File: src/rtl/reg_transfer_ctrl.sv
// Register-file sequencer for 6502 transfer (TAX..TXS) and load-immediate ops.
// Owns the file's single port while busy: read source, write destination, update PSR N/Z.
module reg_transfer_ctrl #(
  parameter logic [2:0] PSR_SEL = 3'd6
) (
  input  logic       clk_i,
  input  logic       reset_i,
  input  logic       start_i,
  input  logic [3:0] op_i,
  input  logic [7:0] imm_i,
  output logic [2:0] rf_sel_o,
  output logic       rf_load_o,
  output logic [7:0] rf_wdata_o,
  input  logic [7:0] rf_rdata_i,
  output logic       busy_o,
  output logic       done_o,
  output logic       error_o,
  output logic [7:0] result_o
);

  typedef enum logic [2:0] {
    S_IDLE, S_RD_SRC, S_CAP_SRC, S_WR_DST, S_RD_PSR, S_CAP_PSR, S_WR_PSR, S_DONE
  } state_t;

  localparam logic [3:0] OP_TXS     = 4'd5;
  localparam logic [3:0] OP_LAST_XF = 4'd5;
  localparam logic [3:0] OP_LAST    = 4'd8;

  state_t     state_q, state_d;
  logic [3:0] op_q;
  logic [7:0] val_q, psr_q, result_q;
  logic       error_q;
  logic [2:0] src_sel, dst_sel;
  logic       op_legal, accept;

  assign op_legal = (op_i <= OP_LAST);
  assign accept   = (state_q == S_IDLE) && start_i && op_legal;

  always_comb begin
    src_sel = 3'd0;
    dst_sel = 3'd0;
    case (op_q)
      4'd0: begin src_sel = 3'd0; dst_sel = 3'd1; end
      4'd1: begin src_sel = 3'd1; dst_sel = 3'd0; end
      4'd2: begin src_sel = 3'd0; dst_sel = 3'd2; end
      4'd3: begin src_sel = 3'd2; dst_sel = 3'd0; end
      4'd4: begin src_sel = 3'd3; dst_sel = 3'd1; end
      4'd5: begin src_sel = 3'd1; dst_sel = 3'd3; end
      4'd6: dst_sel = 3'd0;
      4'd7: dst_sel = 3'd1;
      4'd8: dst_sel = 3'd2;
      default: ;
    endcase
  end

  always_ff @(posedge clk_i) begin
    if (reset_i) begin
      state_q  <= S_IDLE;
      op_q     <= 4'd0;
      val_q    <= 8'd0;
      psr_q    <= 8'd0;
      result_q <= 8'd0;
      error_q  <= 1'b0;
    end else begin
      state_q <= state_d;
      error_q <= (state_q == S_IDLE) && start_i && !op_legal;
      if (accept) begin
        op_q <= op_i;
        if (op_i > OP_LAST_XF) val_q <= imm_i;
      end
      if (state_q == S_CAP_SRC) val_q    <= rf_rdata_i;
      if (state_q == S_CAP_PSR) psr_q    <= rf_rdata_i;
      if (state_q == S_DONE)    result_q <= val_q;
    end
  end

  always_comb begin
    state_d    = state_q;
    rf_sel_o   = 3'd0;
    rf_load_o  = 1'b0;
    rf_wdata_o = 8'd0;
    busy_o     = 1'b1;
    done_o     = 1'b0;
    case (state_q)
      S_IDLE: begin
        busy_o = 1'b0;
        if (accept) state_d = (op_i > OP_LAST_XF) ? S_WR_DST : S_RD_SRC;
      end
      S_RD_SRC: begin
        rf_sel_o = src_sel;
        state_d  = S_CAP_SRC;
      end
      S_CAP_SRC: begin
        rf_sel_o = src_sel;
        state_d  = S_WR_DST;
      end
      S_WR_DST: begin
        rf_sel_o   = dst_sel;
        rf_load_o  = 1'b1;
        rf_wdata_o = val_q;
        state_d    = (op_q == OP_TXS) ? S_DONE : S_RD_PSR;
      end
      S_RD_PSR: begin
        rf_sel_o = PSR_SEL;
        state_d  = S_CAP_PSR;
      end
      S_CAP_PSR: begin
        rf_sel_o = PSR_SEL;
        state_d  = S_WR_PSR;
      end
      S_WR_PSR: begin
        // only N and Z are recomputed; every other flag passes through
        rf_sel_o   = PSR_SEL;
        rf_load_o  = 1'b1;
        rf_wdata_o = {val_q[7], psr_q[6:2], (val_q == 8'd0), psr_q[0]};
        state_d    = S_DONE;
      end
      S_DONE: begin
        done_o  = 1'b1;
        state_d = S_IDLE;
      end
      default: state_d = S_IDLE;
    endcase
  end

  assign error_o  = error_q;
  assign result_o = (state_q == S_DONE) ? val_q : result_q;

endmodule

File: config.mk
export PLATFORM = sky130hd
export DESIGN_NAME = reg_transfer_ctrl
export DESIGN_NICKNAME = d
export VERILOG_FILES = /design/src/rtl/reg_transfer_ctrl.sv
export SDC_FILE = /design/constraint.sdc
export NUM_CORES = 1
export LEC_CHECK = 0
export BUFFER_PORTS_ARGS = -buffer_cell sky130_fd_sc_hd__buf_4
export CORE_MARGIN = 5
export CORE_UTILIZATION = 30
export CTS_CLUSTER_SIZE = 28
export DETAILED_ROUTE_END_ITERATION = 7
export HOLD_SLACK_MARGIN = 0.02
export SLEW_MARGIN = 20
export SYNTH_ARGS = -nofsm -noshare
export SYNTH_HDL_FRONTEND = slang
export SYNTH_SLANG_ARGS = --single-unit
File: constraint.sdc
create_clock -name clk_i -period 2.9 [get_ports clk_i]
set_clock_uncertainty 0.1 [all_clocks]
set_input_delay 0.145 -clock clk_i [delete_from_list [all_inputs] [get_ports clk_i]]
set_output_delay 0.145 -clock clk_i [all_outputs]
set_load 0.01 [all_outputs]
==> impl_metrics.yaml <==
status:
  status: "complete, no violations"
synthesis:
  synth_largest_area_cell: "dfxtp_1"
  synth-edff-count: 0
  async_reset_ff_share_pct: 0
  ys_top_cells_by_area: "dfxtp_1 (38%), mux2_2 (6.4%), nor2b_1 (6.3%)"
  synth_cells: 184
  ys_seq_elements: 30
  synth.top_cell.area_share_pct: 38.03
  ys_types: 34
  synth_area_mm2: 0.001579
  syn_nets: 207
  ys_seq_area_share_pct: 38.03
  ys_warn_count: 0
  avgSynthCellArea_um2: 8.582
  synthFlopType: "dfxtp_1"
floorplan:
  rows: 26
  fp.dieW_um: 82.55
  pin_count: 46
  start_util_pct: 30.92
  die_h_um: 82.55
  core_area_mm2: 0.005107
  die_area_mm2: 0.006815
sta:
  worst_pin_slew_ns: 0.6227
  min_period_ns: 2.380
  fin_crit_sh_pct: 82.06
  slew_headroom_pct: 58.43
  setup_violations: 0
  final_hold_viol_count: 0
  max_freq_mhz: 420.2
  tns_ns: 0
  rsz0062_at_grt: "false"
  slew_violations: 0
  setup_ws_ns: 0.5201
power_and_ir_drop:
  p_seq_share_pct: 36.7
  switching_share_pct: 32.78
  powerDensity_mw_per_mm2: 762.0
  combPwrFrac_pct: 30.9
  peakVddDrop_uv: 252.0
  clkPwrFrac_pct: 32.4
  leakage_nw: 0.8937
  power.internal_mw: 1.104
  switchingPower_mw: 0.5382
cells_and_area:
  final_common_cell: "buf_4"
  final_nets: 253
  layout-drive-gt1-share_pct: 29.00
  mostFrequentLayoutCells: "buf_4 (45), dfxtp_1 (30), nor2b_1 (16), nor2_1 (15), nand2_1 (13)"
  multiInputGateArea_um2: 874.6
  regArea_um2: 600.6
  syn_to_final_growth_pct: 36.45
  n_fill_cell: 526
  n_antenna_cell: 0
drt:
  ant_nets: 0
  first_pass_iters: 4
  wl_met1_mm: 2.026
  wl_met2_mm: 1.836
  wire_per_inst_um: 13.65
  finalWirelength_mm: 4.110
  wl_met3_um: 186
  remaining_drc_errors: 0
  vias_per_cell: 4.837
  top_layer: "met4"
  drt_iter0_drc: 139
  vias: 1456
global_route:
  grt_start_max_net_pins: 31
  grt_pass1_wl_mm: 6.630
  grtUsageTotal_pct: 12.97
  grt_pass1_vias: 1347
  overflow: 0
  antenna_found_initial: 0
worst_setup_path:
  crit_end: "rf_sel_o[0]"
  cp_slowest_cell: "dfxtp_1"
  arrival_ns: 2.13
  path_cells: "nand2_1 > mux2_2 > a21o_1 > a211oi_1 > buf_4"
  reg2reg_to: "val_q[6]"
  rrSetupSlack_ns: 0.81
  start_kind: "register"
  setup.worst_path.class: "register to output port"
  crit-reg2reg-launch: "state_q[1]"
  cp-end-kind: "output port"
  cp.required_ns: 2.65
  reg2regPathDepth: 4
  max_stage_delay_ns: 0.72
  cp_top_family: "flip-flops"
  cp-startpoint: "state_q[1]"
  path_depth: 5
  path_buf_inv: 1
  critPathMaxFanout: 20
run:
  maxCapViolations: 0
placement:
  gp_congestion: 0.7659
  hpwlAfterDp_mm: 2.979
  port-buffer-count: 45
  place_ws_ns: 0.8123
clocking:
  clk_pin_slew_ns: 0.06
  clockBufferDepth: 2
  clockRootBuffer: "clkbuf_8"
  cts_max_level: 2
  cts_tree: "done"
  cts_inserted_buffers: 5
  clk_latency_ns: 0.28
  cts.sinks: 30
hold_path:
  hp-class: "input pin to register"
[kinds of logic (layout without fill, tap and decap cells)]
logic type | count (synthesis) | count (layout) | share of synthesized area [%]
XOR/XNOR | 1 | 1 | 0.5548
multiplexers | 17 | 17 | 11.49
AO/OA/AOI/OAI | 47 | 47 | 20.36
AND/OR/NAND/NOR | 65 | 65 | 22.98
flip-flops | 30 | 30 | 38.04
buffers and inverters | 24 | 71 | 6.577
[synth_stat cells (2+ instances only)]
| cell | count |
|---|---|
| inv_1 | 11 |
| nand3b_1 | 3 |
| o31ai_1 | 2 |
| nor4_1 | 3 |
| nand3_1 | 4 |
| o21ai_0 | 11 |
| a21oi_1 | 10 |
| nor2b_1 | 16 |
| a211oi_1 | 2 |
| nor2_1 | 15 |
| nand2_1 | 13 |
| buf_2 | 2 |
| nor3_1 | 2 |
| or3b_2 | 2 |
| clkbuf_1 | 9 |
| mux2_2 | 9 |
| and2_1 | 2 |
| a22oi_1 | 7 |
| mux2i_1 | 8 |
| dfxtp_1 | 30 |
| a221oi_1 | 3 |
| a311oi_1 | 8 |
[worst register-to-register path: stages, from the launching register on]
cell and delay, ns:
dfxtp_1 0.72, nor3b_4 0.55, mux2_2 0.40, a21oi_1 0.12
a311oi_1 0.07
[sequential cells by signal, summed over array words and instances (netlist names)]
register and cells:
error_o 1, op_q 4, val_q 8, result_q 8, psr_q 6, state_q 3
[layer usage]
| layer | vias to the layer above | track usage (%) |
|---|---|---|
| li1 | 747 | - |
| met1 | 665 | 18.21 |
| met2 | 39 | 18.27 |
| met3 | 5 | 2.711 |
| met4 | 0 | 7.190 |
| met5 | - | 0 |
[how the worst min path moves through the flow]
stage / to / startpoint / depth (start not counted)
final: op_q[2] / op_i[2] / 3
after global routing: op_q[2] / op_i[2] / 3
after CTS: op_q[2] / op_i[2] / 3
after detailed placement: psr_q[3] / rf_rdata_i[3] / 3
after global placement: psr_q[3] / rf_rdata_i[3] / 3
after floorplan: op_q[0] / op_i[0] / 2
[power groups by stage]
stage               clock [mW]  combinational (mW)  sequential (mW)
floorplan                    0               0.422            0.542
global placement             0               0.496            0.607
detailed placement           0               0.498            0.608
CTS                      0.543               0.507            0.600
global route             0.561               0.558            0.621
finish                   0.532               0.507            0.603
[timing repair]
item	CTS	global route
hold buffers	7	0
endpoints found under the hold margin	7	0
resized for setup	0	0
setup buffers	0	0
[through the flow]
step	instances	total power [mW]	util, %	cell area (µm²)	hold WS [ns]
floorplan	184	0.9639	-	1579	0.1889
CTS	301	1.650	42.19	2155	0.02731
global route	301	1.740	42.19	2155	0.04492
detailed placement	286	1.106	38.02	1942	0.2940
global placement	286	1.103	38.02	1942	0.2907
finish	301	1.642	42.19	2155	0.03706
[area by class of cell]
class,count,share of cell area [%]
Multi-Input combinational cell,130,40.59
Clock inverter,2,2.787
Sequential cell,30,27.87
Clock buffer,6,3.833
Tap cell,70,4.065
Timing Repair Buffer,52,18.93
Inverter,11,1.916
Power figures use the tool's default switching activity.
